**src/rtl/fft_frame_rx_if.sv**
```systemverilog
// fft_frame_rx_if: FFT output stream (source_*) and peak result (result_*/peak_*)
// bundle for fft_frame_rx. Clock and reset are plain module ports, not part of this bundle.
// The slave modport is the receiver's view; the master modport is the FFT core / consumer view.
interface fft_frame_rx_if #(
  parameter int FFT_LEN = 1024,
  parameter int DW      = 12
) ();
  localparam int BW = $clog2(FFT_LEN) - 1;

  logic                 source_valid;
  logic                 source_ready;
  logic                 source_sop;
  logic                 source_eop;
  logic [1:0]           source_error;
  logic signed [DW-1:0] source_real;
  logic signed [DW-1:0] source_imag;
  logic                 result_valid;
  logic                 result_ready;
  logic [BW-1:0]        peak_bin;
  logic [2*DW-1:0]      peak_mag;
  logic                 frame_err;

  modport slave (
    input  source_valid, source_sop, source_eop, source_error,
           source_real, source_imag, result_ready,
    output source_ready, result_valid, peak_bin, peak_mag, frame_err
  );

  modport master (
    output source_valid, source_sop, source_eop, source_error,
           source_real, source_imag, result_ready,
    input  source_ready, result_valid, peak_bin, peak_mag, frame_err
  );
endinterface

```
**src/rtl/fft_frame_rx.sv**
```systemverilog
// fft_frame_rx: receives FFT output frames and finds the lower-half bin with the
// largest power (re^2 + im^2). Malformed frames (bad length, core error, mid-frame
// restart) are discarded with a one-cycle frame_err pulse.
// Optional feature macro: FFT_RX_SKIP_DC_EN -- when defined, bin 0 is excluded from the search.
module fft_frame_rx #(
  parameter int FFT_LEN = 1024,
  parameter int DW      = 12
) (
  input  logic           sys_clk,
  input  logic           sys_rst_n,
  fft_frame_rx_if.slave  rx
);
  localparam int IW = $clog2(FFT_LEN);
  localparam int BW = IW - 1;
  localparam int MW = 2 * DW;
  // idx_r counts the index of the next expected beat; one spare bit lets it
  // record "FFT_LEN beats already seen without eop".
  localparam logic [IW:0] LAST_IDX = (IW+1)'(FFT_LEN - 1);
  localparam logic [IW:0] FULL_IDX = (IW+1)'(FFT_LEN);
  localparam logic [IW:0] IDX_ONE  = (IW+1)'(1);

  typedef enum logic [1:0] {
    IDLE  = 2'd0,
    RECV  = 2'd1,
    DRAIN = 2'd2,
    HOLD  = 2'd3
  } state_t;

  // Unsigned square of a signed sample; |v|^2 <= 2^(2*DW-2) fits in 2*DW-1 bits.
  function automatic logic [MW-2:0] square_f(input logic signed [DW-1:0] v);
    logic signed [MW-1:0] ve;
    logic signed [MW-1:0] p;
    ve = MW'(v);
    p  = ve * ve;
    return p[MW-2:0];
  endfunction

  state_t        state_r;
  state_t        state_nxt_s;
  logic [IW:0]   idx_r;
  logic [IW:0]   idx_nxt_s;
  logic          err_seen_r;
  logic          err_nxt_s;
  logic [1:0]    drain_cnt_r;
  logic [1:0]    drain_nxt_s;

  logic          start_s;
  logic          in_frame_s;
  logic          frame_err_s;
  logic          accept_s;
  logic          beat_err_s;
  logic [IW-1:0] beat_idx_s;
  logic          search_s;

  logic          source_ready_r;
  logic          result_valid_r;
  logic          frame_err_r;

  logic          s1_valid_r;
  logic [BW-1:0] s1_bin_r;
  logic [MW-2:0] s1_re2_r;
  logic [MW-2:0] s1_im2_r;
  logic          s2_valid_r;
  logic [BW-1:0] s2_bin_r;
  logic [MW-1:0] s2_mag_r;
  logic [BW-1:0] peak_bin_r;
  logic [MW-1:0] peak_mag_r;

  assign accept_s   = rx.source_valid && source_ready_r;
  assign beat_err_s = (rx.source_error != 2'b00);
  assign beat_idx_s = rx.source_sop ? {IW{1'b0}} : idx_r[IW-1:0];

`ifdef FFT_RX_SKIP_DC_EN
  assign search_s = (beat_idx_s[IW-1] == 1'b0) && (beat_idx_s != {IW{1'b0}});
`else
  assign search_s = (beat_idx_s[IW-1] == 1'b0);
`endif

  // FSM state register.
  always_ff @(posedge sys_clk or negedge sys_rst_n) begin
    if (!sys_rst_n) begin
      state_r <= IDLE;
    end else begin
      state_r <= state_nxt_s;
    end
  end

  // Next-state and frame bookkeeping decisions for each accepted beat.
  always_comb begin
    state_nxt_s = state_r;
    idx_nxt_s   = idx_r;
    err_nxt_s   = err_seen_r;
    drain_nxt_s = 2'd0;
    start_s     = 1'b0;
    in_frame_s  = 1'b0;
    frame_err_s = 1'b0;
    case (state_r)
      IDLE: begin
        if (accept_s && rx.source_sop) begin
          start_s    = 1'b1;
          in_frame_s = 1'b1;
          idx_nxt_s  = IDX_ONE;
          err_nxt_s  = beat_err_s;
          if (rx.source_eop) begin
            frame_err_s = 1'b1;
            state_nxt_s = IDLE;
          end else begin
            state_nxt_s = RECV;
          end
        end else begin
          state_nxt_s = IDLE;
        end
      end
      RECV: begin
        if (!accept_s) begin
          state_nxt_s = RECV;
        end else if (rx.source_sop) begin
          // restart (or the beat after an over-length frame): drop the old frame, begin anew
          start_s     = 1'b1;
          in_frame_s  = 1'b1;
          frame_err_s = 1'b1;
          idx_nxt_s   = IDX_ONE;
          err_nxt_s   = beat_err_s;
          state_nxt_s = rx.source_eop ? IDLE : RECV;
        end else if (idx_r == FULL_IDX) begin
          frame_err_s = 1'b1;
          state_nxt_s = IDLE;
        end else if (rx.source_eop) begin
          in_frame_s = 1'b1;
          if ((idx_r == LAST_IDX) && !err_seen_r && !beat_err_s) begin
            state_nxt_s = DRAIN;
          end else begin
            frame_err_s = 1'b1;
            state_nxt_s = IDLE;
          end
        end else begin
          in_frame_s  = 1'b1;
          idx_nxt_s   = idx_r + IDX_ONE;
          err_nxt_s   = err_seen_r | beat_err_s;
          state_nxt_s = RECV;
        end
      end
      DRAIN: begin
        // beats accepted here are ignored; wait for the magnitude pipeline to empty
        drain_nxt_s = drain_cnt_r + 2'd1;
        if (drain_cnt_r == 2'd2) begin
          state_nxt_s = HOLD;
        end else begin
          state_nxt_s = DRAIN;
        end
      end
      HOLD: begin
        if (rx.result_ready) begin
          state_nxt_s = IDLE;
        end else begin
          state_nxt_s = HOLD;
        end
      end
      default: begin
        state_nxt_s = IDLE;
      end
    endcase
  end

  // Frame index, sticky error flag and drain counter.
  always_ff @(posedge sys_clk or negedge sys_rst_n) begin
    if (!sys_rst_n) begin
      idx_r       <= {(IW+1){1'b0}};
      err_seen_r  <= 1'b0;
      drain_cnt_r <= 2'd0;
    end else begin
      idx_r       <= idx_nxt_s;
      err_seen_r  <= err_nxt_s;
      drain_cnt_r <= drain_nxt_s;
    end
  end

  // Registered handshake and status outputs, decoded from the next state.
  always_ff @(posedge sys_clk or negedge sys_rst_n) begin
    if (!sys_rst_n) begin
      source_ready_r <= 1'b1;
      result_valid_r <= 1'b0;
      frame_err_r    <= 1'b0;
    end else begin
      source_ready_r <= (state_nxt_s != HOLD);
      result_valid_r <= (state_nxt_s == HOLD);
      frame_err_r    <= frame_err_s;
    end
  end

  // Stage 1: square the real and imaginary parts of searched beats.
  always_ff @(posedge sys_clk or negedge sys_rst_n) begin
    if (!sys_rst_n) begin
      s1_valid_r <= 1'b0;
      s1_bin_r   <= {BW{1'b0}};
      s1_re2_r   <= {(MW-1){1'b0}};
      s1_im2_r   <= {(MW-1){1'b0}};
    end else begin
      s1_valid_r <= in_frame_s && search_s;
      s1_bin_r   <= beat_idx_s[BW-1:0];
      s1_re2_r   <= square_f(rx.source_real);
      s1_im2_r   <= square_f(rx.source_imag);
    end
  end

  // Stage 2: sum of squares; a frame start flushes beats of the abandoned frame.
  always_ff @(posedge sys_clk or negedge sys_rst_n) begin
    if (!sys_rst_n) begin
      s2_valid_r <= 1'b0;
      s2_bin_r   <= {BW{1'b0}};
      s2_mag_r   <= {MW{1'b0}};
    end else begin
      s2_valid_r <= s1_valid_r && !start_s;
      s2_bin_r   <= s1_bin_r;
      s2_mag_r   <= {1'b0, s1_re2_r} + {1'b0, s1_im2_r};
    end
  end

  // Stage 3: keep the strictly largest magnitude so ties resolve to the lowest bin.
  always_ff @(posedge sys_clk or negedge sys_rst_n) begin
    if (!sys_rst_n) begin
      peak_bin_r <= {BW{1'b0}};
      peak_mag_r <= {MW{1'b0}};
    end else if (start_s) begin
      peak_bin_r <= {BW{1'b0}};
      peak_mag_r <= {MW{1'b0}};
    end else if (s2_valid_r && (s2_mag_r > peak_mag_r)) begin
      peak_bin_r <= s2_bin_r;
      peak_mag_r <= s2_mag_r;
    end else begin
      peak_bin_r <= peak_bin_r;
      peak_mag_r <= peak_mag_r;
    end
  end

  assign rx.source_ready = source_ready_r;
  assign rx.result_valid = result_valid_r;
  assign rx.frame_err    = frame_err_r;
  assign rx.peak_bin     = peak_bin_r;
  assign rx.peak_mag     = peak_mag_r;

endmodule

```
**src/flat_wrapper.sv**
```systemverilog
// flat-port wrapper written by rule: the top's interface ports become plain ports
module fft_frame_rx_flat 
#(
  parameter int FFT_LEN = 1024,
  parameter int DW      = 12
)
  (sys_clk, sys_rst_n, rx_source_valid, rx_source_sop, rx_source_eop, rx_source_error, rx_source_real, rx_source_imag, rx_result_ready, rx_source_ready, rx_result_valid, rx_peak_bin, rx_peak_mag, rx_frame_err);
  fft_frame_rx_if #(.FFT_LEN(FFT_LEN), .DW(DW)) rx_i ();
  input  logic sys_clk;
  input  logic sys_rst_n;
  input wire logic [$bits(rx_i.source_valid)-1:0] rx_source_valid;
  input wire logic [$bits(rx_i.source_sop)-1:0] rx_source_sop;
  input wire logic [$bits(rx_i.source_eop)-1:0] rx_source_eop;
  input wire logic [$bits(rx_i.source_error)-1:0] rx_source_error;
  input wire logic [$bits(rx_i.source_real)-1:0] rx_source_real;
  input wire logic [$bits(rx_i.source_imag)-1:0] rx_source_imag;
  input wire logic [$bits(rx_i.result_ready)-1:0] rx_result_ready;
  output wire logic [$bits(rx_i.source_ready)-1:0] rx_source_ready;
  output wire logic [$bits(rx_i.result_valid)-1:0] rx_result_valid;
  output wire logic [$bits(rx_i.peak_bin)-1:0] rx_peak_bin;
  output wire logic [$bits(rx_i.peak_mag)-1:0] rx_peak_mag;
  output wire logic [$bits(rx_i.frame_err)-1:0] rx_frame_err;
  assign rx_i.source_valid = rx_source_valid;
  assign rx_i.source_sop = rx_source_sop;
  assign rx_i.source_eop = rx_source_eop;
  assign rx_i.source_error = rx_source_error;
  assign rx_i.source_real = rx_source_real;
  assign rx_i.source_imag = rx_source_imag;
  assign rx_i.result_ready = rx_result_ready;
  assign rx_source_ready = rx_i.source_ready;
  assign rx_result_valid = rx_i.result_valid;
  assign rx_peak_bin = rx_i.peak_bin;
  assign rx_peak_mag = rx_i.peak_mag;
  assign rx_frame_err = rx_i.frame_err;
  fft_frame_rx #(.FFT_LEN(FFT_LEN), .DW(DW)) u_core (.sys_clk(sys_clk), .sys_rst_n(sys_rst_n), .rx(rx_i));
endmodule
```
**config.mk**
```make
export PLATFORM = sky130hd
export DESIGN_NAME = fft_frame_rx_flat
export DESIGN_NICKNAME = d
export VERILOG_FILES = /design/src/rtl/fft_frame_rx_if.sv /design/src/rtl/fft_frame_rx.sv /design/src/flat_wrapper.sv
export SDC_FILE = /design/constraint.sdc
export NUM_CORES = 1
export LEC_CHECK = 0
export ABC_AREA = 1
export BUFFER_PORTS_ARGS = -buffer_cell sky130_fd_sc_hd__buf_2
export CAP_MARGIN = 20
export CORE_ASPECT_RATIO = 1.2
export CORE_MARGIN = 3
export CORE_UTILIZATION = 58
export DETAILED_ROUTE_END_ITERATION = 16
export PLACE_DENSITY = 0.79
export SETUP_SLACK_MARGIN = 0.1
export SLEW_MARGIN = 20
export SYNTH_ARGS = -nofsm -noshare
export SYNTH_HDL_FRONTEND = slang
export SYNTH_SLANG_ARGS = --single-unit
```
**constraint.sdc**
```tcl
create_clock -name sys_clk -period 1.7 [get_ports sys_clk]
set_input_delay 0.34 -clock sys_clk [delete_from_list [all_inputs] [get_ports sys_clk]]
set_output_delay 0.34 -clock sys_clk [all_outputs]
set_load 0.02 [all_outputs]
```
==> results.sh <==
export IMPL_status="finished with violations"
export IMPL_max_slew_margin=0.504
export IMPL_clock_latency_ps=450
export IMPL_critPathKind="input port to register"
export IMPL_fp_row_count=66
export IMPL_root_buffer="clkbuf_16"
export IMPL_detail_route_antenna_nets=0
export IMPL_avgRoutedWirePerCell_um=25.2
export IMPL_syn_area_um2=16300
export IMPL_synth_area_per_cell_um2=8.49
export IMPL_regToRegSetupSlack_ps=-820
export IMPL_ff2ff_path_depth=16
export IMPL_avgViaCountPerCell=6.36
export IMPL_portBuffers=67
export IMPL_grt_max_degree=68
export IMPL_synth_cell_types=43
export IMPL_endpoint_kind="register"
export IMPL_crit_chain="buf_12 -> nand2_4 -> inv_4 -> fa_1 -> inv_2 -> fa_1 -> inv_2 -> fa_2 -> fa_1 -> inv_1 -> fa_1 -> inv_2 -> ha_4 -> buf_6 -> a21oi_4 -> nor2_2 -> nor2_2 -> nor2_1 -> nor2_1 -> nand2_1 -> nand2_1 -> nand2_1"
export IMPL_ys_top_cells_by_area="fa_1 (29%), dfrtp_1 (21%), ha_1 (12%)"
export IMPL_yosys_register_bits=140
export IMPL_post_route_drc_count=0
export IMPL_antenna_found_initial=5
export IMPL_grt_pass1_vias=15800
export IMPL_min_path_cells=2
export IMPL_globalplace_congestion=0.916
export IMPL_worst_path_max_delay_cell="fa_1"
export IMPL_hold_class="input port to register"
export IMPL_worst_hold_path_endpoint="u_core.state_r[0]$_DFF_PN0_"
export IMPL_clk_pin_slew_ps=70
export IMPL_area_delta_synth_final_pct=48.4
export IMPL_dieArea_um2=30200
export IMPL_layout_common_cells="inv_1 (376), buf_4 (262), nand2_1 (229)"
export IMPL_cp_num_buf_inv=7
export IMPL_crit_required_ps=2020
export IMPL_finalHoldViolCount=0
export IMPL_synth_nets=2343
export IMPL_layout_setup_ws_ps=-2760
export IMPL_hpwl_um=31100
export IMPL_grt_pass1_wl_um=75900
export IMPL_setup_tns_final_ps=-107460
export IMPL_numCtsBuffers=17
export IMPL_clkSinkCount=140
export IMPL_worstReg2RegEnd="u_core.rx.peak_mag[13]$_DFFE_PN0P_"
export IMPL_htree_levels=4
export IMPL_overflow=0
export IMPL_setup_violations=99
export IMPL_min_period_ps=4460
export IMPL_drv_slew=0
export IMPL_die_x_um=159
export IMPL_worst_pin_slew_ps=741
export IMPL_rsz0062_at_grt="yes"
export IMPL_worstHoldStart="rx_source_eop"
export IMPL_post_route_period_util=2.62
export IMPL_cpPeakStageDelay_ps=570
export IMPL_cp_max_fo=7
export IMPL_fin_area_um2=24300
export IMPL_fmax_mhz=224
export IMPL_start_util=0.596
export IMPL_cts_tree="built"
export IMPL_drt_wl_total_um=68000
export IMPL_clock_skew_ps=10.1
export IMPL_placedInstanceArea_um2=19800
export IMPL_die_h_um=190
export IMPL_violations="negative setup slack"
export IMPL_first_pass_iters=7
export IMPL_yosysWarnings=0
export IMPL_arrival_ps=4780
export IMPL_cts_max_path_buffers=2
export IMPL_io_pins=68
export IMPL_mostFrequentLayoutCell="inv_1"
export IMPL_critPathTopFamily="adder cells"
export IMPL_synthCells=1924
export IMPL_core_area_um2=27400
export IMPL_drive_gt1_frac=0.458
export IMPL_synth_top_area_frac=0.287
export IMPL_crit_top_cell="fa_1"
export IMPL_start_kind="input port"
export IMPL_maxCapViolations=0
export IMPL_synth_area_leader_cell="fa_1"
export IMPL_antenna_cells=0
export IMPL_grt_total_usage=0.309
export IMPL_ys_seq_area_frac=0.214
export IMPL_nNetsFinal=2731
export IMPL_r2r_start="u_core.s2_mag_r[0]$_DFF_PN0_"
export IMPL_dr_total_vias=17200
export IMPL_drt_iter0_drc=2135
synthesized netlist by cell type (all sizes together):
cell type  number
ha            153
dfrtp         139
nand3          82
nand2b          1
buf            18
nor2           88
nor4            4
o211ai          5
a21o            4
a22oi           1
nand4          51
o21bai          4
nor3           15
a21boi          2
xor2           44
nand2         404
nand3b          6
or2             4
o21ai          40
a31oi           3
inv           477
and2            1
fa            234
xnor2          22
o31ai           1
dfstp           1
nor3b           1
a21oi          83
clkbuf         32
clkinv          2
a31o            2
stage by stage:
step | instances | hold WS, ps | setup slack, ps | util
6_report | 2699 | 180 | -2760 | 0.885
3_3_place_gp | 2561 | 260 | -2870 | 0.723
2_1_floorplan | 1924 | 44.4 | -2540 | -
3_5_place_dp | 2561 | 263 | -2950 | 0.723
5_1_grt | 2699 | 180 | -2860 | 0.885
4_1_cts | 2645 | 153 | -2350 | 0.821
worst max-delay path by stage:
| stage | end | start | depth (start not counted) | slack, ps |
|---|---|---|---|---|
| global route | u_core.s1_re2_r[18]$_DFF_PN0_ | rx_source_real[2] | 22 | -2860 |
| CTS | u_core.s1_re2_r[20]$_DFF_PN0_ | rx_source_real[1] | 20 | -2350 |
| global placement | u_core.s1_im2_r[22]$_DFF_PN0_ | rx_source_imag[11] | 17 | -2870 |
| floorplan | u_core.s1_re2_r[18]$_DFF_PN0_ | rx_source_real[2] | 21 | -2540 |
| finish | u_core.s1_re2_r[18]$_DFF_PN0_ | rx_source_real[2] | 22 | -2760 |
| detailed placement | u_core.s1_re2_r[18]$_DFF_PN0_ | rx_source_real[5] | 19 | -2950 |
worst register-to-register path, delay by kind of cell, from the launching register on:
family | cells | cell delay [ps]
adder cells (fa/ha/maj) | 1 | 230
flip-flops | 1 | 420
buffers and inverters | 5 | 610
AND/OR/NAND/NOR | 10 | 1080
layout make-up:
type / instances / area [um^2]
fill: 1033 / 3160
tap: 374 / 468
timing repair buffer: 418 / 3820
clock buffer: 18 / 429
sequential: 140 / 3520
clock inverter: 14 / 125
multi-input combinational: 1256 / 14100
inverter: 479 / 1840
state kept, by name (all words and copies together), names as in the netlist, 2 cells and up:
signal	flops
u_core.state_r	2
u_core.s2_bin_r	9
u_core.s1_re2_r	22
u_core.s2_mag_r	24
u_core.idx_r	11
u_core.drain_cnt_r	2
u_core.s1_im2_r	22
u_core.rx.peak_mag	24
u_core.s1_bin_r	9
u_core.rx.peak_bin	9
per-layer routing:
metal / wire (um) / vias to the layer above / track usage
li1: - / 6605 / -
met1: 21200 / 8177 / 0.349
met2: 32600 / 1612 / 0.583
met3: 6260 / 761 / 0.0396
met4: 7910 / 6 / 0.137
met5: 37 / - / 0
cells by family after synthesis:
| logic type | count (synthesis) | synth area share |
|---|---|---|
| compound gates | 145 | 0.0482 |
| simple gates | 657 | 0.172 |
| xor+xnor | 66 | 0.0354 |
| buf+inv | 529 | 0.126 |
| fa+ha+maj | 387 | 0.404 |
| flops | 140 | 0.214 |
what timing repair did:
action,4_1_cts,5_1_grt
hold buffers,1,0
gates resized for setup,383,339
pin swaps,181,234
gates cloned,7,3
setup endpoints to repair,101,105
buffers inserted,44,63
hold endpoints to repair,32,0
Power is not shown: default switching activity piles up to over one toggle a cycle in this logic, so the estimate is an artifact.
